File: src/rtl/mem_bank_pkg.sv
// Shared definitions for the memory bank controller: default widths, op encoding, FSM states.
package mem_bank_pkg;

   localparam int unsigned DATA_W_DEF = 8;
   localparam int unsigned ADDR_W_DEF = 3;

   localparam logic OP_RD = 1'b0;
   localparam logic OP_WR = 1'b1;

   typedef enum logic [1:0] {
      IDLE  = 2'd0,
      ISSUE = 2'd1,
      WAIT  = 2'd2,
      RESP  = 2'd3
   } state_t;

endpackage : mem_bank_pkg

File: src/rtl/mem_bank_ctrl.sv
// Single-outstanding request/response controller for a synchronous 8-entry bank.
// Optional saturating error counter output err_cnt when MEM_BANK_CTRL_ERR_CNT_EN is defined.
module mem_bank_ctrl
   import mem_bank_pkg::*;
#(
   parameter int unsigned DATA_W = DATA_W_DEF,
   parameter int unsigned ADDR_W = ADDR_W_DEF
) (
   input  logic              clk,
   input  logic              reset,
   input  logic              req_valid,
   output logic              req_ready,
   input  logic              req_op,
   input  logic [ADDR_W-1:0] req_addr,
   input  logic [DATA_W-1:0] req_data,
   output logic              rsp_valid,
   input  logic              rsp_ready,
   output logic [DATA_W-1:0] rsp_data,
   output logic              rsp_err,
   output logic [DATA_W-1:0] bank_din,
   output logic [ADDR_W-1:0] bank_addr,
   output logic              bank_wr,
   output logic              bank_rd,
   input  logic [DATA_W-1:0] bank_dout,
   input  logic              bank_error
`ifdef MEM_BANK_CTRL_ERR_CNT_EN
   ,
   output logic [7:0]        err_cnt
`endif
);

   state_t              state_q, state_d;
   logic                op_q, op_d;
   logic [ADDR_W-1:0]   addr_q, addr_d;
   logic [DATA_W-1:0]   data_q, data_d;

   logic                req_ready_d;
   logic                rsp_valid_d;
   logic [DATA_W-1:0]   rsp_data_d;
   logic                rsp_err_d;
   logic                bank_rd_d;
   logic                bank_wr_d;
   logic [ADDR_W-1:0]   bank_addr_d;
   logic [DATA_W-1:0]   bank_din_d;

   // Next state, capture, and next values of every (registered) output
   always_comb begin
      state_d    = state_q;
      op_d       = op_q;
      addr_d     = addr_q;
      data_d     = data_q;
      rsp_data_d = rsp_data;
      rsp_err_d  = rsp_err;

      case (state_q)
         IDLE: begin
            if (req_valid && req_ready) begin
               state_d = ISSUE;
               op_d    = req_op;
               addr_d  = req_addr;
               data_d  = req_data;
            end
         end
         ISSUE: state_d = WAIT;
         WAIT: begin
            // Bank answers one cycle after the strobe; an error overrides read data
            state_d    = RESP;
            rsp_err_d  = bank_error;
            rsp_data_d = (op_q == OP_RD && !bank_error) ? bank_dout : '0;
         end
         RESP: begin
            if (rsp_ready) begin
               state_d    = IDLE;
               rsp_data_d = '0;
               rsp_err_d  = 1'b0;
            end
         end
         default: state_d = IDLE;
      endcase

      req_ready_d = (state_d == IDLE);
      rsp_valid_d = (state_d == RESP);
      bank_rd_d   = (state_d == ISSUE) && (op_d == OP_RD);
      bank_wr_d   = (state_d == ISSUE) && (op_d == OP_WR);
      bank_addr_d = (state_d == IDLE) ? '0 : addr_d;
      bank_din_d  = (state_d == IDLE) ? '0 : data_d;
   end

   always_ff @(posedge clk or posedge reset) begin
      if (reset) begin
         state_q   <= IDLE;
         op_q      <= OP_RD;
         addr_q    <= '0;
         data_q    <= '0;
         req_ready <= 1'b0;
         rsp_valid <= 1'b0;
         rsp_data  <= '0;
         rsp_err   <= 1'b0;
         bank_rd   <= 1'b0;
         bank_wr   <= 1'b0;
         bank_addr <= '0;
         bank_din  <= '0;
      end else begin
         state_q   <= state_d;
         op_q      <= op_d;
         addr_q    <= addr_d;
         data_q    <= data_d;
         req_ready <= req_ready_d;
         rsp_valid <= rsp_valid_d;
         rsp_data  <= rsp_data_d;
         rsp_err   <= rsp_err_d;
         bank_rd   <= bank_rd_d;
         bank_wr   <= bank_wr_d;
         bank_addr <= bank_addr_d;
         bank_din  <= bank_din_d;
      end
   end

`ifdef MEM_BANK_CTRL_ERR_CNT_EN
   // Counts errored responses at handshake, saturating at 255
   always_ff @(posedge clk or posedge reset) begin
      if (reset) begin
         err_cnt <= 8'd0;
      end else if (rsp_valid && rsp_ready && rsp_err && (err_cnt != 8'hFF)) begin
         err_cnt <= err_cnt + 8'd1;
      end
   end
`endif

endmodule : mem_bank_ctrl

File: config.mk
export PLATFORM = sky130hd
export DESIGN_NAME = mem_bank_ctrl
export DESIGN_NICKNAME = d
export VERILOG_FILES = /design/src/rtl/mem_bank_pkg.sv /design/src/rtl/mem_bank_ctrl.sv
export SDC_FILE = /design/constraint.sdc
export NUM_CORES = 1
export LEC_CHECK = 0
export BUFFER_PORTS_ARGS = -buffer_cell sky130_fd_sc_hd__clkbuf_2
export CAP_MARGIN = 30
export CORE_ASPECT_RATIO = 1.1
export CORE_MARGIN = 5
export CORE_UTILIZATION = 44
export DETAILED_ROUTE_END_ITERATION = 6
export PLACE_DENSITY = 0.76
export SLEW_MARGIN = 30
export SYNTH_ARGS = -nofsm -noshare
export SYNTH_HDL_FRONTEND = slang
export SYNTH_SLANG_ARGS = --single-unit
File: constraint.sdc
create_clock -name clk -period 1.4 [get_ports clk]
set_input_delay 0.07 -clock clk [delete_from_list [all_inputs] [get_ports clk]]
set_output_delay 0.07 -clock clk [all_outputs]
set_load 0.005 [all_outputs]
### After elaboration in Yosys (flattened, before gate mapping)

Index checks and enable logic that the tools add are counted.

| word-level totals | value |
|---|---|
| bits in registers | 38 |
| logic and storage cells | 45 |

| operators by class | value |
|---|---|
| equal/unequal tests | 6 |
| mux-type cells | 16 |
| bitwise gates (word level) | 2 |
| reduce and logical (&&, ||, !) cells | 9 |

Operators by type and width:

| operator | count |
|---|---|
| $mux W8 | 5 |
| $pmux W8 S2 | 1 |
| $mux W3 | 3 |
| $pmux W2 S4 | 1 |
| $eq A2 B2 Y1 const B | 3 |
| $eq A2 B1 Y1 const B | 2 |
| $logic_and A1 B1 Y1 | 4 |
| $logic_not A2 Y1 | 2 |
| $mux W2 | 2 |
| $mux W1 | 3 |
| $ne A2 B2 Y1 const B | 1 |
| $not A1 Y1 | 2 |
| $pmux W1 S2 | 1 |
| $reduce_and A2 Y1 | 1 |
| $reduce_bool A2 Y1 | 1 |
| $logic_not A1 Y1 | 1 |

### Depth between registers and ports, before layout

| logic depth | value |
|---|---|
| word-level depth | 5 |
| depth in mapped cells | 5 |
| depth with buffers taken out | 3 |

### Worst setup path before layout

No wires, ideal clock.

| timing path | value |
|---|---|
| path type | reg2reg |
| from | reg state_q[1] |
| to | reg addr_q[1] |
| setup time | 125 ps |
| arrival time | 1284 ps |
| data required time | 1275 ps |
| setup slack | -9 ps |
| cell stages (with the launch flop) | 6 |
| buffers on the path | 2 |
| period minus slack after synthesis | 1409 ps |
| cells stage by stage | dfrtp_1 > nor2_2 > and2_4 > buf_6 > buf_6 > mux2_4 |

| on the way | value |
|---|---|
| cells in the longest elaborated chain, start to end | 2 |

RTL lines:

| what | line | RTL |
|---|---|---|
| start, declared | mem_bank_ctrl.sv:32 | `state_t state_q, state_d;` |
| start signal, assigned | mem_bank_ctrl.sv:104 | `state_q <= state_d;` |
| $logic_not A2 Y1 | mem_bank_ctrl.sv:55 | `case (state_q)` |
| $mux W3 | mem_bank_ctrl.sv:55 |  |
| net addr_d[1] | mem_bank_ctrl.sv:34 | `logic [ADDR_W-1:0] addr_q, addr_d;` |
| end signal, assigned | mem_bank_ctrl.sv:106 | `addr_q <= addr_d;` |
| end, declared | mem_bank_ctrl.sv:34 |  |

The timed path passes the listed nets, and every way through them passes these cells.
A chain may end at the register's enable or synchronous reset.

### Worst setup path after layout

| timing path | value |
|---|---|
| from | reg state_q[1] |
| to | reg addr_q[0] |

Same word-level chain as after synthesis.

==> flow_summary_export.csv <==
group,metric,value,unit
clocking,root_buffer,"clkbuf_4",
clocking,clock_latency,0.34,ns
synthesis,synth_top_cell_by_area,"dfrtp_1",
clocking,path_clk_slew,0.10,ns
worst_hold_path,hold_path_class,"input port to flip-flop",
clocking,cts_max_level,2,
synthesis,synth-async-reset-ratio,100.0,%
detailed_routing,drt_iter0_drc,24,
synthesis,synthCells,112,
synthesis,yosysWarningCount,0,
sta,holdWs,0.05478,ns
floorplanning,core,3303,um2
sta,setup_viol,0,
floorplanning,die_height,70.86,um
power,power,3.799,mW
sta,fmax,0.7402,GHz
synthesis,ys_seq_area_share,64.19,%
synthesis,yosys-top-cells-area,"dfrtp_1 64%, mux2_4 8.1%, nand2_1 5.6%",
global_route,grt_overflow_total,0,
setup_path,path_max_fanout,7,
layout,layout_commonest_cell,"clkbuf_2",
synthesis,synthFlopType,"dfrtp_1",
synthesis,synth-edff-count,0,
floorplanning,dieArea,4629,um2
synthesis,yosysUniqueCellTypes,23,
detailed_routing,vias,1135,
clocking,clk_path_buf_depth,2,
sta,final_max_slew_viol_count,0,
job,maxCapViolCount,0,
synthesis,ys_ff_latch,38,
placed_design,place_hpwl,2.155,mm
floorplanning,die_w,65.33,um
setup_path,endpoint_kind,"flip-flop",
layout,insertedDiodeCount,0,
setup_path,path_class,"flip-flop to flip-flop",
layout,nets,215,
clocking,cts.sinks,38,
clocking,numCtsBuffers,5,
detailed_routing,vias_per_cell,5.000,
detailed_routing,drc,0,
global_route,grt_max_degree,39,
setup_path,critPathLaunchType,"flip-flop",
sta,hold_viol,0,
layout,mostFrequentLayoutCells,"48 x clkbuf_2, 38 x dfrtp_1, 22 x nand2_1, 22 x dlygate4sd3_1, 11 x a21oi_1",
detailed_routing,drt-total-wl,3.363,mm
detailed_routing,routedWlPerCell,14.81,um
detailed_routing,drt-pass1-iter-count,4,
power,vdd_drop_max,907.1,uV
layout,area_delta_synth_final,40.46,%
detailed_routing,ant_nets,0,
sta,final.period_utilization,96.50,%
clocking,post_cts_buffers,0,
floorplanning,initial_core_util,44.85,%
setup_path,r2r_cells,4,
floorplanning,placementRows,22,
worst_hold_path,whs_path_depth,2,
synthesis,syn_area_per_cell,13.23,um2
power,p_leak,1.069,nW
layout,drive_gt1_share,41.36,%
global_route,grt_pass1_vias,1193,
sta,relSlewSlack,68.91,%
synthesis,synthDominantCellAreaShare,64.19,%
placed_design,port_buffers,48,
run_status,status,"finished clean",
global_route,antenna_found_initial,0,
global_route,gr-usage-all-layers,15.40,%
floorplanning,io_pins,49,
clocking,cts_tree,"done",
power,pwr_density_cell,1826,nW/um2
sta,skew,0.006322,ns
synthesis,syn_area,1481,um2
setup_path,worstPathArrival,1.59,ns
global_route,grt_pass1_wl,5.361,mm
synthesis,synthesis.nets,137,
setup_path,cp.required,1.64,ns
placed_design,routabilityCongestion,0.7341,
sta,worst_slew_pin_slew,0.4644,ns
sta,post-route-min-period,1.351,ns
-- per-layer routing --
metal,routed length [um],GRT usage [%]
met5,0,0
met4,41,5.991
met3,279,7.143
met2,1709,25.20
met1,1332,17.41
-- synthesized netlist by cell type (all sizes together) (2+ instances only) --
cell type  instances
inv                2
dfrtp             38
a22o               8
nand2             22
or2                2
and3               2
nor2               2
buf                4
a21oi             11
mux2              12
and2               2
-- critical path, cell delays in order (launching register included) --
cell and delay [ns]:
dfrtp_1 0.40, buf_6 0.14, nor2_4 0.12, and2_4 0.23, mux2_2 0.35
-- power breakdown --
part           switching, mW  leakage [nW]  internal [mW]
registers              0.219         0.489           1.54
clock network          0.336        0.0353          0.243
logic                  0.674         0.545          0.782
total                   1.23          1.07           2.57
-- repair_timing --
action	CTS	global route
cloned	1	0
endpoints found under the hold margin	72	0
pin swaps	0	1
endpoints found under the setup margin	17	23
resized for setup	2	5
hold buffers	22	0
-- through the flow --
stage                     util [%]  setup WS [ns]  instance area [um2]   TNS (ns)  instances
after floorplan                  -      -0.008075                 1485   -0.06460        112
after global placement       53.52        -0.2201                 1768     -2.579        196
after detailed placement     53.52        -0.3018                 1768     -3.084        196
after CTS                    62.39      -0.004353                 2061  -0.008572        227
after global routing         62.99      -0.001527                 2081  -0.002824        227
final                        62.99        0.04898                 2081          0        227
-- final cells by class --
type                    count  area (um2)
well taps                  36       45.04
multi-input cells          68       515.5
clock buffers               7       55.05
flip-flops and latches     38       950.9
repair buffers             75       501.7
inverters                   2       7.507
fillers                   270        1222
clock inverters             1       5.005
-- registers in the layout, summed over array words and instances, names as in the netlist --
| register | count |
|---|---|
| rsp_data | 8 |
| req_ready | 1 |
| bank_rd | 1 |
| rsp_err | 1 |
| op_q | 1 |
| addr_q | 3 |
| data_q | 8 |
| rsp_valid | 1 |
| bank_addr | 3 |
| bank_din | 8 |
| bank_wr | 1 |
| state_q | 2 |
-- path summary, 6_finish.rpt --
| path | from | endpoint | slack (ns) |
|---|---|---|---|
| max in group asynchronous | reset | rsp_data[6] | 0.73 |
| setup reg to reg | state_q[1] | addr_q[0] | 0.05 |
| hold reg to reg | rsp_err | rsp_err | 0.50 |
| min in group asynchronous | reset | data_q[2] | 0.35 |
| hold / removal | bank_error | rsp_err | 0.05 |
| setup / recovery | state_q[1] | addr_q[0] | 0.05 |
-- cell families after synthesis --
family,count (synthesis),share of synthesized area [%]
compound gates,23,10.73
buf+inv,7,2.956
flops,38,64.19
mux,12,11.15
simple gates,32,10.98
No activity file was read; power rests on OpenSTA's default activity.
